**src/rtl/rx_front_pkg.sv**
```systemverilog
// Shared widths, settings offsets and the round/shift/saturate helper for the
// rx_decim_front receive path.
package rx_front_pkg;
  localparam int ADC_W     = 12;
  localparam int ACC_W     = 21;
  localparam int OUT_W     = 16;
  localparam int RATE_W    = 8;
  localparam int SHIFT_W   = 4;
  localparam int RATE_OFS  = 0;
  localparam int SHIFT_OFS = 1;

  localparam logic [SHIFT_W-1:0] SHIFT_MAX = 4'd8;
  localparam logic signed [ACC_W:0] SAT_MAX = 22'sd32767;
  localparam logic signed [ACC_W:0] SAT_MIN = -22'sd32768;

  function automatic logic [SHIFT_W-1:0] clamp_shift(input logic [SHIFT_W-1:0] s);
    return (s > SHIFT_MAX) ? SHIFT_MAX : s;
  endfunction

  // One guard bit above the accumulator so the rounding bias cannot wrap.
  function automatic logic [OUT_W-1:0] round_sat(input logic signed [ACC_W-1:0] v,
                                                 input logic [SHIFT_W-1:0]      sh);
    logic signed [ACC_W:0] bias;
    logic signed [ACC_W:0] r;
    bias = '0;
    if (sh != '0) bias = $signed({{ACC_W{1'b0}}, 1'b1} << (sh - 4'd1));
    r = $signed({v[ACC_W-1], v}) + bias;
    r = r >>> sh;
    if (r > SAT_MAX) r = SAT_MAX;
    else if (r < SAT_MIN) r = SAT_MIN;
    return r[OUT_W-1:0];
  endfunction
endpackage

```
**src/rtl/rx_accum_dump.sv**
```systemverilog
// One channel: input register (with DC removal when RX_DC_OFFSET_EN is defined),
// integrate-and-dump accumulator, and the rounded/saturated output register.
module rx_accum_dump
  import rx_front_pkg::*;
(
  input  logic               rx_clk,
  input  logic               reset_n,
  input  logic               enable,
  input  logic               restart,
  input  logic               acc_en,
  input  logic               dump,
  input  logic               out_en,
  input  logic [SHIFT_W-1:0] shift,
  input  logic [ADC_W-1:0]   x_in,
  output logic [OUT_W-1:0]   ch
);
  logic signed [ADC_W-1:0] x_q, x_d;
  logic signed [ACC_W-1:0] acc_q, acc_d, pre_q, pre_d, xe;
  logic [OUT_W-1:0]        ch_q, ch_d;

`ifdef RX_DC_OFFSET_EN
  logic signed [23:0]    dc_q, dc_d;
  logic signed [ADC_W:0] diff;

  // Leaky estimator: dc_q/4096 tracks the input mean, x_d is the corrected sample.
  always_comb begin
    diff = $signed({x_in[ADC_W-1], x_in}) - $signed({dc_q[23], dc_q[23:12]});
    if (diff > 13'sd2047) x_d = 12'sd2047;
    else if (diff < -13'sd2048) x_d = -12'sd2048;
    else x_d = diff[ADC_W-1:0];
    dc_d = dc_q;
    if (restart) dc_d = '0;
    else if (enable) dc_d = dc_q + $signed({{(24-ADC_W){x_d[ADC_W-1]}}, x_d});
  end

  always_ff @(posedge rx_clk or negedge reset_n) begin
    if (!reset_n) dc_q <= '0;
    else          dc_q <= dc_d;
  end
`else
  logic unused_dc;
  assign unused_dc = enable;
  assign x_d = x_in;
`endif

  always_comb begin
    acc_d = acc_q;
    pre_d = pre_q;
    ch_d  = ch_q;
    xe    = {{(ACC_W-ADC_W){x_q[ADC_W-1]}}, x_q};
    if (restart || !acc_en) begin
      acc_d = '0;
    end else if (dump) begin
      pre_d = acc_q + xe;
      acc_d = '0;
    end else begin
      acc_d = acc_q + xe;
    end
    if (out_en) ch_d = round_sat(pre_q, shift);
  end

  always_ff @(posedge rx_clk or negedge reset_n) begin
    if (!reset_n) begin
      x_q   <= '0;
      acc_q <= '0;
      pre_q <= '0;
      ch_q  <= '0;
    end else begin
      x_q   <= x_d;
      acc_q <= acc_d;
      pre_q <= pre_d;
      ch_q  <= ch_d;
    end
  end

  assign ch = ch_q;
endmodule

```
**src/rtl/rx_decim_front.sv**
```systemverilog
// Dual-channel ADC decimating front end: settings registers, shared dump counter,
// strobe pipeline and debug bus. DC removal is built in with RX_DC_OFFSET_EN.
module rx_decim_front
  import rx_front_pkg::*;
#(
  parameter logic [6:0]         BASE_ADDR = 7'd8,
  parameter logic [RATE_W-1:0]  RATE_RST  = 8'd0,
  parameter logic [SHIFT_W-1:0] SHIFT_RST = 4'd0
) (
  input  logic             rx_clk,
  input  logic             reset_n,
  input  logic             enable,
  input  logic [ADC_W-1:0] rx_a_a,
  input  logic [ADC_W-1:0] rx_a_b,
  input  logic [6:0]       serial_addr,
  input  logic [31:0]      serial_data,
  input  logic             serial_strobe,
  output logic [OUT_W-1:0] ch_0,
  output logic [OUT_W-1:0] ch_1,
  output logic             rxstrobe,
  output logic [15:0]      debug_bus
);
  localparam logic [6:0] RATE_ADDR  = BASE_ADDR + 7'(RATE_OFS);
  localparam logic [6:0] SHIFT_ADDR = BASE_ADDR + 7'(SHIFT_OFS);

  logic [RATE_W-1:0]  rate_q, rate_d, cnt_q, cnt_d;
  logic [SHIFT_W-1:0] shift_q, shift_d, shift_eff;
  logic               en_q, en_d, dump_q, dump_d, stb_q, stb_d;
  logic               wr_rate, wr_shift, wr_any, dump;
  logic               unused_data;

  assign unused_data = ^serial_data[31:RATE_W];

  // en_q travels with the registered sample so enable gates exactly the samples it covered.
  always_comb begin
    wr_rate  = serial_strobe && (serial_addr == RATE_ADDR);
    wr_shift = serial_strobe && (serial_addr == SHIFT_ADDR);
    wr_any   = wr_rate || wr_shift;
    rate_d   = wr_rate  ? serial_data[RATE_W-1:0]  : rate_q;
    shift_d  = wr_shift ? serial_data[SHIFT_W-1:0] : shift_q;
    en_d     = enable;
    dump     = en_q && (cnt_q == '0) && !wr_any;
    if (wr_any || !en_q || (cnt_q == '0)) cnt_d = rate_d;
    else                                  cnt_d = cnt_q - 8'd1;
    dump_d   = dump;
    stb_d    = dump_q;
  end

  always_ff @(posedge rx_clk or negedge reset_n) begin
    if (!reset_n) begin
      rate_q  <= RATE_RST;
      shift_q <= SHIFT_RST;
      cnt_q   <= '0;
      en_q    <= 1'b0;
      dump_q  <= 1'b0;
      stb_q   <= 1'b0;
    end else begin
      rate_q  <= rate_d;
      shift_q <= shift_d;
      cnt_q   <= cnt_d;
      en_q    <= en_d;
      dump_q  <= dump_d;
      stb_q   <= stb_d;
    end
  end

  assign shift_eff = clamp_shift(shift_q);

  rx_accum_dump u_ch_a (
    .rx_clk  (rx_clk),
    .reset_n (reset_n),
    .enable  (enable),
    .restart (wr_any),
    .acc_en  (en_q),
    .dump    (dump),
    .out_en  (dump_q),
    .shift   (shift_eff),
    .x_in    (rx_a_a),
    .ch      (ch_0)
  );

  rx_accum_dump u_ch_b (
    .rx_clk  (rx_clk),
    .reset_n (reset_n),
    .enable  (enable),
    .restart (wr_any),
    .acc_en  (en_q),
    .dump    (dump),
    .out_en  (dump_q),
    .shift   (shift_eff),
    .x_in    (rx_a_b),
    .ch      (ch_1)
  );

  assign rxstrobe  = stb_q;
  assign debug_bus = {stb_q, enable, cnt_q, shift_q, 2'b00};
endmodule

```
**config.mk**
```make
export PLATFORM = sky130hd
export DESIGN_NAME = rx_decim_front
export DESIGN_NICKNAME = d
export VERILOG_FILES = /design/src/rtl/rx_front_pkg.sv /design/src/rtl/rx_accum_dump.sv /design/src/rtl/rx_decim_front.sv
export SDC_FILE = /design/constraint.sdc
export NUM_CORES = 1
export LEC_CHECK = 0
export CORE_MARGIN = 2
export CORE_UTILIZATION = 53
export DETAILED_ROUTE_END_ITERATION = 16
export GPL_TIMING_DRIVEN = 0
export PLACE_DENSITY = 0.82
export SLEW_MARGIN = 30
export SYNTH_ARGS = -nofsm -noshare
export SYNTH_HDL_FRONTEND = slang
export SYNTH_HIERARCHICAL = 1
export SYNTH_SLANG_ARGS = --single-unit
```
**constraint.sdc**
```tcl
create_clock -name rx_clk -period 7 [get_ports rx_clk]
set_clock_uncertainty 0.2 [all_clocks]
set_input_delay 0.7 -clock rx_clk [delete_from_list [all_inputs] [get_ports rx_clk]]
set_output_delay 0.7 -clock rx_clk [all_outputs]
set_load 0.02 [all_outputs]
```
==> flow_summary_export.csv <==
group,metric,value,unit
run_status,outcome,"finished clean",
placed_design,detailedPlace.worstSlack,0.578,ns
floorplan,start_util,0.540,
placed_design,gp_routability_congestion,0.946,
sta,worst_slack,0.584,ns
floorplan,die-height,158,um
logic_synthesis,synth_enable_flop_cells,0,
min_path,min_to,"u_ch_b/ch[15]",
floorplan,coreArea,0.0234,sq mm
sta,worst_slew_margin_rel,0.319,
global_route,wire_length_of_the_first_global_routing_pass,53500,um
logic_synthesis,syn_area,0.0126,sq mm
power,p_leak,6.43,nW
clocking,cts.sink_count,163,
setup_path,reg2reg_to,"u_ch_b/ch[7]",
setup_path,worstPathMaxFanout,10,
power,swShare,0.454,
sta,achievable-frequency,0.156,GHz
logic_synthesis,synthesis.yosys.warnings,6,
floorplan,die_w,158,um
global_route,antenna_found_initial,0,
drt,drt_first_pass_iters,6,
power,power_per_cell_area,408,mW/mm^2
layout,fin_nets,1677,
clocking,clock_insertion_delay_worst_skew,0.43,ns
power,clock_power_share,0.161,
power,net-switching-power,2.70,mW
power,seqPwrFrac,0.254,
sta,report.final.slew_viol_count,0,
global_route,grt_use_total,0.265,
power,power_frac_comb,0.585,
drt,post_drt_wl_per_cell,17.5,um
logic_synthesis,synth_cells,1420,
sta,timing.final.crit_share,0.917,
global_route,remaining_overflow_grt,0,
clocking,cts_buffer_depth,2,
clocking,post-cts-setup-buffers,0,
job,drv_cap,0,
setup_path,ff2ff_path_depth,19,
drt,post_drt_via_cell_ratio,6.18,
setup_path,critical_path.endpoint_type,"register",
global_route,grt_max_degree,69,
sta,grt_setup_unrepaired,"false",
logic_synthesis,synthArstFlopShare,1.00,
floorplan,die_area,0.0251,sq mm
clocking,clockRootBuffer,"clkbuf_16",
logic_synthesis,ys_dominant_reg_cell,"dfrtp_1",
min_path,hp-start,"u_ch_b/ch[15]",
clocking,cts_max_level,4,
sta,worst_slew_pin_slew,1.01,ns
layout,drive_above_1_share,0.105,
min_path,hold-path-cell-count,2,
sta,worst_case_hold_slack,0.291,ns
global_route,number_of_global_route_vias_before_repair,10800,
setup_path,critPathArrivalTime,6.52,ns
placed_design,portBuffers,89,
sta,final_setup_violations,0,
setup_path,critical_path.startpoint_type,"register",
placed_design,dp_hpwl,24700,um
logic_synthesis,avgSynthCellArea,8.89,sq um
layout,finalInstanceArea,0.0146,sq mm
placed_design,placed_cell_area,0.0140,sq mm
drt,remaining_routing_drc_violations,0,
setup_path,timing.reg2reg.setup_slack,0.58,ns
drt,finalWirelength,32700,um
clocking,clkSlewWorstSetupHoldPaths,0.07,ns
setup_path,cp.required,7.10,ns
sta,final.setup.tns,0,ns
power,power.internal,3.25,mW
setup_path,worst-setup-path-type,"register to register",
floorplan,core.rowCount,56,
floorplan,floorplan.io_pins,116,
setup_path,r2r-start,"shift_q[3]",
drt,ant_nets,0,
min_path,hold_path.class,"register to register",
drt,routed-via-count,11500,
sta,finalHoldViolations,0,
clocking,cts_tree,"built",
layout,final_core_utilization,0.623,
clocking,tritoncts.num_buffers,17,
drt,detailedRoute.firstIterationViolations,1059,
layout,area_delta_synth_final,15.5,%
logic_synthesis,netlist-cell-type-count,109,
layout,antennaDiodeCount,0,
logic_synthesis,synth-seq-cells,163,
sta,finalCriticalPeriod,6.42,ns
logic_synthesis,synth.yosys.seq_area_share,0.323,
power,ir_worst_vdd,0.227,mV
-- critical path, stage by stage (launching register included) --
cell and delay (ns):
dfrtp_1 0.49, nor2b_1 0.33, clkbuf_1 0.33, clkbuf_1 0.45, clkbuf_1 0.43, clkbuf_2 0.34, nand2_1 0.18, nor2_1 0.17
ha_1 0.34, a211oi_2 0.34, or3b_1 0.43, o21ai_4 0.23, o21ai_1 0.25, a31oi_1 0.40, nor4_2 0.09, a211oi_2 0.33
nor4_2 0.13, a211oi_4 0.46, buf_6 0.24, o22ai_2 0.08
-- state kept, by name, indices dropped and copies added (netlist names) --
register	flops
rxstrobe	1
u_ch_b/x_q	12
en_q	1
u_ch_a/pre_q	21
cnt_q	8
u_ch_b/ch	16
dump_q	1
u_ch_a/ch	16
u_ch_b/acc_q	21
rate_q	8
shift_q	4
u_ch_b/pre_q	21
u_ch_a/acc_q	21
u_ch_a/x_q	12
-- layout by cell type (no fill, tap or decap), drive strengths merged, types with 18 or more instances in the layout --
| cell | synthesis | layout |
|---|---|---|
| a21o | 33 | 33 |
| o22ai | 35 | 35 |
| nand2 | 132 | 132 |
| inv | 35 | 43 |
| buf | 29 | 32 |
| xnor2 | 38 | 38 |
| mux2 | 32 | 32 |
| clkdlybuf4s50 | 0 | 88 |
| clkbuf | 48 | 68 |
| o21ai | 99 | 99 |
| nor2 | 173 | 173 |
| o211ai | 21 | 21 |
| mux2i | 39 | 39 |
| a31oi | 18 | 18 |
| dfrtp | 163 | 163 |
| nand3 | 29 | 29 |
| a211oi | 27 | 27 |
| xor2 | 33 | 33 |
| nor3 | 31 | 31 |
| ha | 74 | 74 |
| a21oi | 78 | 78 |
-- worst max-delay path by stage --
stage,to,start,slack (ns),depth (start not counted)
after global routing,u_ch_b/ch[6],shift_q[3],0.22,19
after global placement,u_ch_b/ch[4],reset_n,-1.40,1
final,u_ch_b/ch[7],shift_q[3],0.58,19
after detailed placement,u_ch_b/ch[7],shift_q[3],0.58,19
after floorplan,u_ch_a/ch[7],shift_q[3],1.82,18
after CTS,u_ch_a/ch[10],shift_q[3],0.50,19
-- per-stage QoR --
stage,std cells,total power [mW]
floorplan,1421,3.98
global placement,1829,4.78
detailed placement,1831,4.90
CTS,1864,5.89
global route,1864,6.35
finish,1864,5.95
-- power groups by stage --
stage | Combinational (mW) | Clock [mW] | Sequential (mW)
global placement | 3.27 | 0 | 1.51
finish | 3.48 | 0.956 | 1.51
floorplan | 2.41 | 0 | 1.57
global route | 3.80 | 1.01 | 1.55
detailed placement | 3.38 | 0 | 1.52
CTS | 3.41 | 0.970 | 1.51
-- area by class of cell --
type / instances / area, sq um
Fill cell: 1956 / 8810
Multi-Input combinational cell: 1141 / 8020
Sequential cell: 163 / 4080
Timing Repair Buffer: 92 / 961
Clock buffer: 20 / 457
Tap cell: 319 / 399
Buffer: 79 / 392
Inverter: 38 / 143
Clock inverter: 12 / 134
-- Yosys cell counts (7+ instances only) --
| cell type | instances | area share |
|---|---|---|
| o21ai_0 | 91 | 0.036 |
| dfrtp_1 | 163 | 0.32 |
| a211o_1 | 11 | 0.0076 |
| xnor2_1 | 38 | 0.026 |
| a21oi_1 | 77 | 0.031 |
| a21o_1 | 32 | 0.019 |
| o211ai_1 | 20 | 0.012 |
| nand2_1 | 130 | 0.039 |
| mux2i_1 | 39 | 0.031 |
| a211oi_1 | 22 | 0.013 |
| mux2_4 | 7 | 0.0083 |
| nand2b_1 | 11 | 0.0054 |
| a31oi_1 | 18 | 0.0089 |
| o22ai_2 | 11 | 0.011 |
| and2_1 | 14 | 0.0069 |
| buf_1 | 10 | 0.0030 |
| nand3_1 | 29 | 0.011 |
| mux4_2 | 8 | 0.014 |
| o22ai_1 | 24 | 0.012 |
| nor2_1 | 173 | 0.051 |
| or2_2 | 7 | 0.0035 |
| nand4_1 | 10 | 0.0050 |
| nor3_1 | 31 | 0.012 |
| xor2_1 | 33 | 0.023 |
| o221ai_1 | 16 | 0.011 |
| mux2_2 | 25 | 0.022 |
| o21a_1 | 11 | 0.0065 |
| a311oi_1 | 7 | 0.0049 |
| o21bai_1 | 8 | 0.0048 |
| inv_1 | 35 | 0.010 |
| ha_1 | 74 | 0.073 |
| or3_1 | 8 | 0.0040 |
| clkbuf_1 | 46 | 0.014 |
| o31ai_1 | 7 | 0.0042 |
| buf_4 | 8 | 0.0048 |
| nor2b_1 | 9 | 0.0045 |
-- per-layer routing --
metal	wire length [um]	vias to the layer above	track usage
li1	-	5472	-
met1	15000	5455	0.377
met2	14700	526	0.418
met3	2350	69	0.0397
met4	617	0	0.0772
met5	0	-	0
-- what timing repair did --
action / in CTS / in global routing
resized for setup: 0 / 2
setup endpoints to repair: 0 / 10
hold buffers: 1 / 0
endpoints found under the hold margin: 29 / 0
-- kinds of logic (layout without fill, tap and decap cells) --
| kind of cell | Yosys count | after routing | synth area share |
|---|---|---|---|
| and+or+nand+nor | 468 | 468 | 0.175 |
| AOI/OAI and AO/OA | 441 | 441 | 0.254 |
| DFF | 163 | 163 | 0.323 |
| buffers and inverters | 117 | 241 | 0.0422 |
| adders and majority gates | 78 | 78 | 0.0797 |
| other | 3 | 4 | 0.000892 |
| muxes | 79 | 79 | 0.0758 |
| xor gates and xnor gates | 71 | 71 | 0.0492 |
(Power assumes the default switching activity.)
